$ cat src/rtl/t10_lcd_pkg.sv
// Shared types, LCD command bytes and sizing helpers for the t10 LCD controller.
// The optional T10_LCD_AUTO_REFRESH_EN build changes only the top level.
package t10_lcd_pkg;

    typedef enum logic [1:0] {
        POWERUP,
        INIT,
        IDLE,
        FRAME
    } lcd_state_e;

    typedef enum logic [1:0] {
        W_IDLE,
        W_SETUP,
        W_PULSE,
        W_WAIT
    } wr_phase_e;

    localparam logic [7:0] CMD_FUNC_SET = 8'h38;
    localparam logic [7:0] CMD_DISP_ON  = 8'h0C;
    localparam logic [7:0] CMD_CLEAR    = 8'h01;
    localparam logic [7:0] CMD_ENTRY    = 8'h06;
    localparam logic [7:0] CMD_LINE1    = 8'h80;
    localparam logic [7:0] CMD_LINE2    = 8'hC0;

    localparam int unsigned FRAME_BYTES = 34;
    localparam int unsigned INIT_BYTES  = 4;

    localparam logic [127:0] BLANK_LINE = {16{8'h20}};

    function automatic int unsigned max_u(input int unsigned a, input int unsigned b);
        return (a > b) ? a : b;
    endfunction

    // Power-up command order expected by the panel.
    function automatic logic [7:0] init_cmd(input logic [1:0] idx);
        logic [7:0] cmd;
        case (idx)
            2'd0:    cmd = CMD_FUNC_SET;
            2'd1:    cmd = CMD_DISP_ON;
            2'd2:    cmd = CMD_CLEAR;
            default: cmd = CMD_ENTRY;
        endcase
        return cmd;
    endfunction

endpackage

$ cat src/rtl/t10_lcd_if.sv
// Host-side and panel-side signal bundle of the t10 LCD controller.
// master = host/display logic, slave = the controller.
interface t10_lcd_if;
    import t10_lcd_pkg::*;

    logic [127:0] top;
    logic [127:0] bottom;
    logic         update;
    logic         busy;
    logic         done;
    logic         lcd_rs;
    logic         lcd_rw;
    logic         lcd_en;
    logic [7:0]   lcd_data;

    modport master (
        output top, bottom, update,
        input  busy, done, lcd_rs, lcd_rw, lcd_en, lcd_data
    );

    modport slave (
        input  top, bottom, update,
        output busy, done, lcd_rs, lcd_rw, lcd_en, lcd_data
    );

endinterface

$ cat src/rtl/t10_lcd_byte_writer.sv
// Writes one byte to the panel: setup with en low, enable pulse, then settle wait.
// done is raised in the last wait cycle so a back-to-back start has no gap.
module t10_lcd_byte_writer #(
    parameter int unsigned SETUP_CYC      = 2,
    parameter int unsigned EN_PULSE_CYC   = 5,
    parameter int unsigned CMD_WAIT_CYC   = 400,
    parameter int unsigned CLEAR_WAIT_CYC = 16000,
    parameter int unsigned CW             = 18
) (
    input  logic       clk,
    input  logic       nRst,
    input  logic       start,
    input  logic       rs,
    input  logic [7:0] data,
    input  logic       long_wait,
    output logic       done,
    output logic       lcd_en,
    output logic       lcd_rs,
    output logic [7:0] lcd_data
);
    import t10_lcd_pkg::*;

    localparam logic [CW-1:0] SETUP_LAST = CW'(SETUP_CYC - 1);
    localparam logic [CW-1:0] PULSE_LAST = CW'(EN_PULSE_CYC - 1);
    localparam logic [CW-1:0] CMD_LAST   = CW'(CMD_WAIT_CYC - 1);
    localparam logic [CW-1:0] CLEAR_LAST = CW'(CLEAR_WAIT_CYC - 1);

    wr_phase_e     phase_q, phase_d;
    logic [CW-1:0] cnt_q, cnt_d;
    logic          en_q, en_d;
    logic          rs_q, rs_d;
    logic [7:0]    data_q, data_d;
    logic          long_q, long_d;
    logic [CW-1:0] wait_last;
    logic          accept;

    always_ff @(posedge clk or negedge nRst) begin
        if (!nRst) begin
            phase_q <= W_IDLE;
            cnt_q   <= '0;
            en_q    <= 1'b0;
            rs_q    <= 1'b0;
            data_q  <= '0;
            long_q  <= 1'b0;
        end else begin
            phase_q <= phase_d;
            cnt_q   <= cnt_d;
            en_q    <= en_d;
            rs_q    <= rs_d;
            data_q  <= data_d;
            long_q  <= long_d;
        end
    end

    always_comb begin
        phase_d = phase_q;
        cnt_d   = cnt_q;
        rs_d    = rs_q;
        data_d  = data_q;
        long_d  = long_q;
        accept  = start && ((phase_q == W_IDLE) || done);
        if (accept) begin
            phase_d = W_SETUP;
            cnt_d   = '0;
            rs_d    = rs;
            data_d  = data;
            long_d  = long_wait;
        end else begin
            case (phase_q)
                W_SETUP: begin
                    if (cnt_q == SETUP_LAST) begin
                        phase_d = W_PULSE;
                        cnt_d   = '0;
                    end else begin
                        cnt_d = cnt_q + CW'(1);
                    end
                end
                W_PULSE: begin
                    if (cnt_q == PULSE_LAST) begin
                        phase_d = W_WAIT;
                        cnt_d   = '0;
                    end else begin
                        cnt_d = cnt_q + CW'(1);
                    end
                end
                W_WAIT: begin
                    if (done) begin
                        phase_d = W_IDLE;
                        cnt_d   = '0;
                    end else begin
                        cnt_d = cnt_q + CW'(1);
                    end
                end
                default: phase_d = W_IDLE;
            endcase
        end
    end

    // rs/data stay registered across the whole byte; only en follows the phase.
    always_comb begin
        wait_last = long_q ? CLEAR_LAST : CMD_LAST;
        done      = (phase_q == W_WAIT) && (cnt_q == wait_last);
        en_d      = (phase_d == W_PULSE);
        lcd_en    = en_q;
        lcd_rs    = rs_q;
        lcd_data  = data_q;
    end

endmodule

$ cat src/rtl/t10_lcd_ctrl.sv
// HD44780 16x2 sequencer: power-up wait, init commands, then 34-byte frame writes.
// Define T10_LCD_AUTO_REFRESH_EN to also start a frame when the line buffers change.
module t10_lcd_ctrl #(
    parameter int unsigned POWERUP_CYC    = 150000,
    parameter int unsigned SETUP_CYC      = 2,
    parameter int unsigned EN_PULSE_CYC   = 5,
    parameter int unsigned CMD_WAIT_CYC   = 400,
    parameter int unsigned CLEAR_WAIT_CYC = 16000
) (
    input logic      clk,
    input logic      nRst,
    t10_lcd_if.slave bus
);
    import t10_lcd_pkg::*;

    localparam int unsigned CW = $clog2(max_u(max_u(POWERUP_CYC, CLEAR_WAIT_CYC),
                                              max_u(CMD_WAIT_CYC, max_u(SETUP_CYC, EN_PULSE_CYC))) + 1);
    localparam logic [CW-1:0] PWR_LAST       = CW'(POWERUP_CYC - 1);
    localparam logic [5:0]    LAST_FRAME_IDX = 6'(FRAME_BYTES - 1);
    localparam logic [5:0]    LAST_INIT_IDX  = 6'(INIT_BYTES - 1);

    lcd_state_e    state_q, state_d;
    logic [CW-1:0] pwr_cnt_q, pwr_cnt_d;
    logic [5:0]    idx_q, idx_d;
    logic          pending_q, pending_d;
    logic          done_q, done_d;
    logic [127:0]  snap_top_q, snap_top_d;
    logic [127:0]  snap_bot_q, snap_bot_d;

    logic [5:0]    idx_nxt;
    logic          wr_start;
    logic          wr_rs;
    logic [7:0]    wr_data;
    logic          wr_long;
    logic          wr_done;
    logic          content_changed;
    logic          refresh_req;

    // Character k of a line, k = 0 being the leftmost ([127:120]).
    function automatic logic [7:0] char_at(input logic [127:0] line, input logic [3:0] k);
        logic [127:0] shifted;
        shifted = line << {k, 3'b000};
        return shifted[127:120];
    endfunction

    // {rs, byte} for position n of a frame.
    function automatic logic [8:0] frame_byte(input logic [5:0] n,
                                              input logic [127:0] line1,
                                              input logic [127:0] line2);
        logic [8:0] b;
        if (n == 6'd0)
            b = {1'b0, CMD_LINE1};
        else if (n <= 6'd16)
            b = {1'b1, char_at(line1, 4'(n - 6'd1))};
        else if (n == 6'd17)
            b = {1'b0, CMD_LINE2};
        else
            b = {1'b1, char_at(line2, 4'(n - 6'd18))};
        return b;
    endfunction

    always_ff @(posedge clk or negedge nRst) begin
        if (!nRst) begin
            state_q    <= POWERUP;
            pwr_cnt_q  <= '0;
            idx_q      <= '0;
            pending_q  <= 1'b0;
            done_q     <= 1'b0;
            snap_top_q <= BLANK_LINE;
            snap_bot_q <= BLANK_LINE;
        end else begin
            state_q    <= state_d;
            pwr_cnt_q  <= pwr_cnt_d;
            idx_q      <= idx_d;
            pending_q  <= pending_d;
            done_q     <= done_d;
            snap_top_q <= snap_top_d;
            snap_bot_q <= snap_bot_d;
        end
    end

`ifdef T10_LCD_AUTO_REFRESH_EN
    always_comb content_changed = (bus.top != snap_top_q) || (bus.bottom != snap_bot_q);
`else
    always_comb content_changed = 1'b0;
`endif

    // The next byte is issued in the same cycle the current one reports done,
    // so every byte follows its predecessor without an idle cycle.
    always_comb begin
        state_d     = state_q;
        pwr_cnt_d   = pwr_cnt_q;
        idx_d       = idx_q;
        pending_d   = pending_q;
        done_d      = 1'b0;
        snap_top_d  = snap_top_q;
        snap_bot_d  = snap_bot_q;
        wr_start    = 1'b0;
        wr_rs       = 1'b0;
        wr_data     = '0;
        idx_nxt     = idx_q + 6'd1;
        refresh_req = bus.update || pending_q || content_changed;

        if (bus.update && (state_q != IDLE))
            pending_d = 1'b1;

        case (state_q)
            POWERUP: begin
                if (pwr_cnt_q == PWR_LAST) begin
                    state_d  = INIT;
                    idx_d    = '0;
                    wr_start = 1'b1;
                    wr_data  = init_cmd(2'd0);
                end else begin
                    pwr_cnt_d = pwr_cnt_q + CW'(1);
                end
            end
            INIT: begin
                if (wr_done) begin
                    if (idx_q == LAST_INIT_IDX) begin
                        state_d = IDLE;
                        idx_d   = '0;
                    end else begin
                        idx_d    = idx_nxt;
                        wr_start = 1'b1;
                        wr_data  = init_cmd(idx_nxt[1:0]);
                    end
                end
            end
            IDLE: begin
                if (refresh_req) begin
                    snap_top_d        = bus.top;
                    snap_bot_d        = bus.bottom;
                    pending_d         = 1'b0;
                    state_d           = FRAME;
                    idx_d             = '0;
                    wr_start          = 1'b1;
                    {wr_rs, wr_data}  = frame_byte(6'd0, bus.top, bus.bottom);
                end
            end
            FRAME: begin
                if (wr_done) begin
                    if (idx_q == LAST_FRAME_IDX) begin
                        state_d = IDLE;
                        idx_d   = '0;
                        done_d  = 1'b1;
                    end else begin
                        idx_d            = idx_nxt;
                        wr_start         = 1'b1;
                        {wr_rs, wr_data} = frame_byte(idx_nxt, snap_top_q, snap_bot_q);
                    end
                end
            end
            default: state_d = POWERUP;
        endcase
    end

    always_comb begin
        wr_long    = !wr_rs && (wr_data == CMD_CLEAR);
        bus.busy   = (state_q != IDLE);
        bus.done   = done_q;
        bus.lcd_rw = 1'b0;
    end

    t10_lcd_byte_writer #(
        .SETUP_CYC      (SETUP_CYC),
        .EN_PULSE_CYC   (EN_PULSE_CYC),
        .CMD_WAIT_CYC   (CMD_WAIT_CYC),
        .CLEAR_WAIT_CYC (CLEAR_WAIT_CYC),
        .CW             (CW)
    ) u_writer (
        .clk       (clk),
        .nRst      (nRst),
        .start     (wr_start),
        .rs        (wr_rs),
        .data      (wr_data),
        .long_wait (wr_long),
        .done      (wr_done),
        .lcd_en    (bus.lcd_en),
        .lcd_rs    (bus.lcd_rs),
        .lcd_data  (bus.lcd_data)
    );

endmodule

$ cat src/flat_wrapper.sv
// flat-port wrapper written by rule: the top's interface ports become plain ports
module t10_lcd_ctrl_flat import t10_lcd_pkg::*;
#(
    parameter int unsigned POWERUP_CYC    = 150000,
    parameter int unsigned SETUP_CYC      = 2,
    parameter int unsigned EN_PULSE_CYC   = 5,
    parameter int unsigned CMD_WAIT_CYC   = 400,
    parameter int unsigned CLEAR_WAIT_CYC = 16000
)
  (clk, nRst, bus_top, bus_bottom, bus_update, bus_busy, bus_done, bus_lcd_rs, bus_lcd_rw, bus_lcd_en, bus_lcd_data);
  t10_lcd_if bus_i ();
  input logic clk;
  input logic nRst;
  input wire logic [$bits(bus_i.top)-1:0] bus_top;
  input wire logic [$bits(bus_i.bottom)-1:0] bus_bottom;
  input wire logic [$bits(bus_i.update)-1:0] bus_update;
  output wire logic [$bits(bus_i.busy)-1:0] bus_busy;
  output wire logic [$bits(bus_i.done)-1:0] bus_done;
  output wire logic [$bits(bus_i.lcd_rs)-1:0] bus_lcd_rs;
  output wire logic [$bits(bus_i.lcd_rw)-1:0] bus_lcd_rw;
  output wire logic [$bits(bus_i.lcd_en)-1:0] bus_lcd_en;
  output wire logic [$bits(bus_i.lcd_data)-1:0] bus_lcd_data;
  assign bus_i.top = bus_top;
  assign bus_i.bottom = bus_bottom;
  assign bus_i.update = bus_update;
  assign bus_busy = bus_i.busy;
  assign bus_done = bus_i.done;
  assign bus_lcd_rs = bus_i.lcd_rs;
  assign bus_lcd_rw = bus_i.lcd_rw;
  assign bus_lcd_en = bus_i.lcd_en;
  assign bus_lcd_data = bus_i.lcd_data;
  t10_lcd_ctrl #(.POWERUP_CYC(POWERUP_CYC), .SETUP_CYC(SETUP_CYC), .EN_PULSE_CYC(EN_PULSE_CYC), .CMD_WAIT_CYC(CMD_WAIT_CYC), .CLEAR_WAIT_CYC(CLEAR_WAIT_CYC)) u_core (.clk(clk), .nRst(nRst), .bus(bus_i));
endmodule
$ cat config.mk
export PLATFORM = sky130hd
export DESIGN_NAME = t10_lcd_ctrl_flat
export DESIGN_NICKNAME = d
export VERILOG_FILES = /design/src/rtl/t10_lcd_pkg.sv /design/src/rtl/t10_lcd_if.sv /design/src/rtl/t10_lcd_byte_writer.sv /design/src/rtl/t10_lcd_ctrl.sv /design/src/flat_wrapper.sv
export SDC_FILE = /design/constraint.sdc
export NUM_CORES = 1
export LEC_CHECK = 0
export ABC_AREA = 1
export ABC_CLOCK_PERIOD_IN_PS = 6450
export CAP_MARGIN = 20
export CORE_MARGIN = 4
export CORE_UTILIZATION = 35
export CTS_BUF_LIST = sky130_fd_sc_hd__clkbuf_8
export DETAILED_ROUTE_END_ITERATION = 8
export HOLD_SLACK_MARGIN = 0.12
export PLACE_DENSITY = 0.59
export REMOVE_ABC_BUFFERS = 1
export SLEW_MARGIN = 0
export SYNTH_ARGS = -nofsm -noshare
export SYNTH_HDL_FRONTEND = slang
export SYNTH_SLANG_ARGS = --single-unit
$ cat constraint.sdc
create_clock -name clk -period 6.45 [get_ports clk]
set_input_delay 1.29 -clock clk [delete_from_list [all_inputs] [get_ports clk]]
set_output_delay 1.29 -clock clk [all_outputs]
set_load 0.05 [all_outputs]
==> impl_results.md <==
* TritonCTS clock tree: done
* Commonest non-fill, non-tap cells in the layout: nand2_1, dfrtp_1, clkdlybuf4s50_1
* CP startpoint kind: flip-flop
* Core Area at ~45000 um2
* Detailed Route Iter0 Violations at between 1000 and 1500
* Crit end category: flip-flop
* Status: completed
* Share of cells above drive strength 1 at under 10%
* Main combinational cell family by area after synthesis: simple AND/OR/NAND/NOR gates
* Synthesized netlist cell count at between 2000 and 2500
* Placed inst area at about 19000 um2
* Util after Layout at 44.5%
* Initial Util at 35.4%
* Post-synthesis sequential area ratio at 49.3%
* Worst path required time at 7.01 ns
* Largest net degree at the start of global routing at 126
* Num CTS Buffers at 56
* Final Wtd Congestion at 0.858
* # diodes at 0
* Most common cell after layout, fill and taps aside: nand2_1
* PnR worst setup slack at 2.11 ns
* Sink Count at between 300 and 400
* Compound-Gate Fraction of Synth Area at 5.58%
* Worst-Margin Slew at between 1 and 1.5 ns
* Worst EP arrival at slightly below 5 ns
* # DRC at 0
* #FFs+latches synth at between 300 and 400
* Area occupied by multi-input gates at approximately 7100 um2
* Total Routing Usage GR at approximately a fifth
* FF/Latch Area at 7930 um2
* CTS HTree Levels at 2
* ANT nets after route at 0
* EDFF count, synth at 0
* Post-synthesis mux area share at 0%
* Area grow syn2layout at 25.8%
* Post-route cell area at between 20000 and 25000 um2
* Clock Skews at around 0.021 ns
* Total Wirelength at 49600 um
* Post-Syn Area at around 16000 um2
* Clk buf depth at 3
* FP Rows at 78
* # IOs at around 270
* Number of maximum-capacitance violations at 0
* Number of setup buffers added after CTS at 0
* Fmax at ~230 MHz
* Leakage at about 0.01 uW
* Synth warn at 0
* Die height at approximately 220 um
* Vias in the first global route at roughly 15000
* Setup tns final at 0 ns
* FILL cells at 4617
* Ys flop type: dfrtp_1
* Post-CTS resize count at 0
* First-pass iteration count of the detailed router at 5
* Slew headroom at 29.8%
* Die X at 222 um
* Cell variety after synth at 51
* Crit path max fanout at 60
* Post-placement setup slack at approximately 2.1 ns
* Root Driver: clkbuf_8
* Syn Area/Cell at roughly 7.4 um2
* Global route total overflow at 0
* Skew-Pair Late Insertion Delay at roughly 0.63 ns
* Drt wl/cell at ~16 um
* Final setup violation count at 0
* Simple-Gate Fraction of Synth Area at a little over a third
* Slew Limit Fails at 0
* PortBufs at between 200 and 300
* Final HPWL DP at roughly 34000 um
* Initial antenna violation count at 0
* Async set-reset flop share out of synthesis at 100%
* RSZ-0062 raised after global routing: no
* Min Tclk post-route at roughly 4.3 ns
* Vias per inst at around 4.8
* Worst Hold Class: flip-flop to flip-flop
* Synth Area in Adders at less than 1%
* Crit Path Category: flip-flop to flip-flop
* First-pass GRT wire length at 79700 um
* Hold Violations, Final at 0
* Final #Nets at 2667
* Die ar. at approximately 49000 um2
* Peak supply drop at approximately 0.24 mV
* Hold buffers post-CTS at 0
* Final period util at 67.3%
* Via count at roughly 14000
* P per Cell Area at around 460 nW/um2
* XOR/XNOR Fraction of Synth Area at under 10%
* Worst-path clk slew at about 0.06 ns
state kept, by name (all words and copies together), names as in the netlist, 2 cells and up:
register and cells:
u_core.u_writer.lcd_data 8, u_core.pwr_cnt_q 18, u_core.snap_bot_q 128, u_core.idx_q 6, u_core.u_writer.cnt_q 18, u_core.state_q 2, u_core.snap_top_q 128, u_core.u_writer.phase_q 2
logic make-up (layout without fill, tap and decap cells):
kind of cell | count (synthesis) | count (layout)
and+or+nand+nor | 1422 | 1422
DFF | 315 | 315
buffers and inverters | 228 | 504
AOI/OAI and AO/OA | 162 | 162
xor gates and xnor gates | 24 | 24
adders and majority gates | 12 | 12
other | 1 | 1
final cells by class:
class | count | share of cell area, %
flip-flops and latches | 315 | 39.2
multi-input cells | 1621 | 35.1
repair buffers | 283 | 13.9
clock buffers | 69 | 4.70
well taps | 600 | 3.71
inverters | 119 | 2.26
clock inverters | 33 | 1.05
power breakdown:
group	total [uW]	switching, uW	internal [uW]
combinational	4220	2860	1360
sequential	3250	415	2830
clock	1930	848	1080
total	9390	4120	5270
worst max-delay path: stages (launching register included):
cell and delay (ns):
dfrtp_4 0.76, inv_4 0.05, ha_2 0.52, buf_4 0.33, inv_2 0.09, buf_4 0.71
ha_1 0.33, inv_1 0.09, a21oi_1 0.20, nand3_1 0.16, nand2_4 0.18, inv_4 0.07
nand2_1 0.07, nand2_1 0.06, nand2_1 0.07, nand2_1 0.05, o21ai_1 0.18, nand3_1 0.09
nor2_1 0.11, nand2_1 0.07, nand2_1 0.06
stage by stage:
step | hold slack (ns) | std cells | total power [uW]
floorplan | 0.434 | 2055 | 6050
global placement | 0.447 | 2938 | 7460
detailed placement | 0.454 | 2938 | 7520
CTS | 0.463 | 3040 | 9510
global route | 0.476 | 3040 | 10300
finish | 0.461 | 3040 | 9390
Yosys cell counts (3+ instances only):
master | count | area (um2)
nand3_1 | 110 | 551
nand4_1 | 13 | 81.3
nor3_2 | 4 | 40.0
nor3_1 | 19 | 95.1
xnor2_1 | 5 | 43.8
a31oi_1 | 3 | 18.8
dfstp_2 | 32 | 841
nor2_4 | 4 | 45.0
nor2_1 | 132 | 495
nand2_1 | 1082 | 4060
inv_1 | 108 | 405
ha_1 | 12 | 150
nand2_4 | 4 | 45.0
buf_2 | 50 | 250
a21oi_1 | 25 | 125
buf_4 | 10 | 75.1
nand2_2 | 13 | 81.3
o21ai_1 | 15 | 75.1
nor2_2 | 11 | 68.8
xor2_1 | 18 | 158
buf_6 | 10 | 113
nand3_2 | 6 | 60.1
o21ai_0 | 95 | 475
o22ai_1 | 10 | 62.6
nand4_2 | 3 | 37.5
dfrtp_1 | 283 | 7080
clkbuf_1 | 36 | 135
or2_2 | 6 | 37.5
o211ai_1 | 7 | 52.6
inv_2 | 9 | 33.8
final timing paths:
kind	start	endpoint	slack, ns	cells past startpoint
setup / recovery	u_core.idx_q[0]	u_core.u_writer.long_q	2.11	20
hold / removal	u_core.snap_bot_q[13]	u_core.snap_bot_q[13]	0.46	2
setup reg to reg	u_core.idx_q[0]	u_core.u_writer.long_q	2.11	20
hold reg to reg	u_core.snap_bot_q[13]	u_core.snap_bot_q[13]	0.46	2
max in group asynchronous	nRst	u_core.u_writer.cnt_q[15]	4.57	2
min in group asynchronous	nRst	u_core.snap_bot_q[118]	0.68	1
layer usage:
| metal | vias to the layer above | GRT usage [%] | part of all wire, % |
|---|---|---|---|
| li1 | 7176 | - | - |
| met1 | 6809 | 27.7 | 47 |
| met2 | 418 | 31.2 | 45 |
| met3 | 77 | 4.35 | 5.6 |
| met4 | 0 | 5.64 | 2.5 |
| met5 | - | 0 | 0 |
Note: power is estimated with default switching activity, not from simulation.
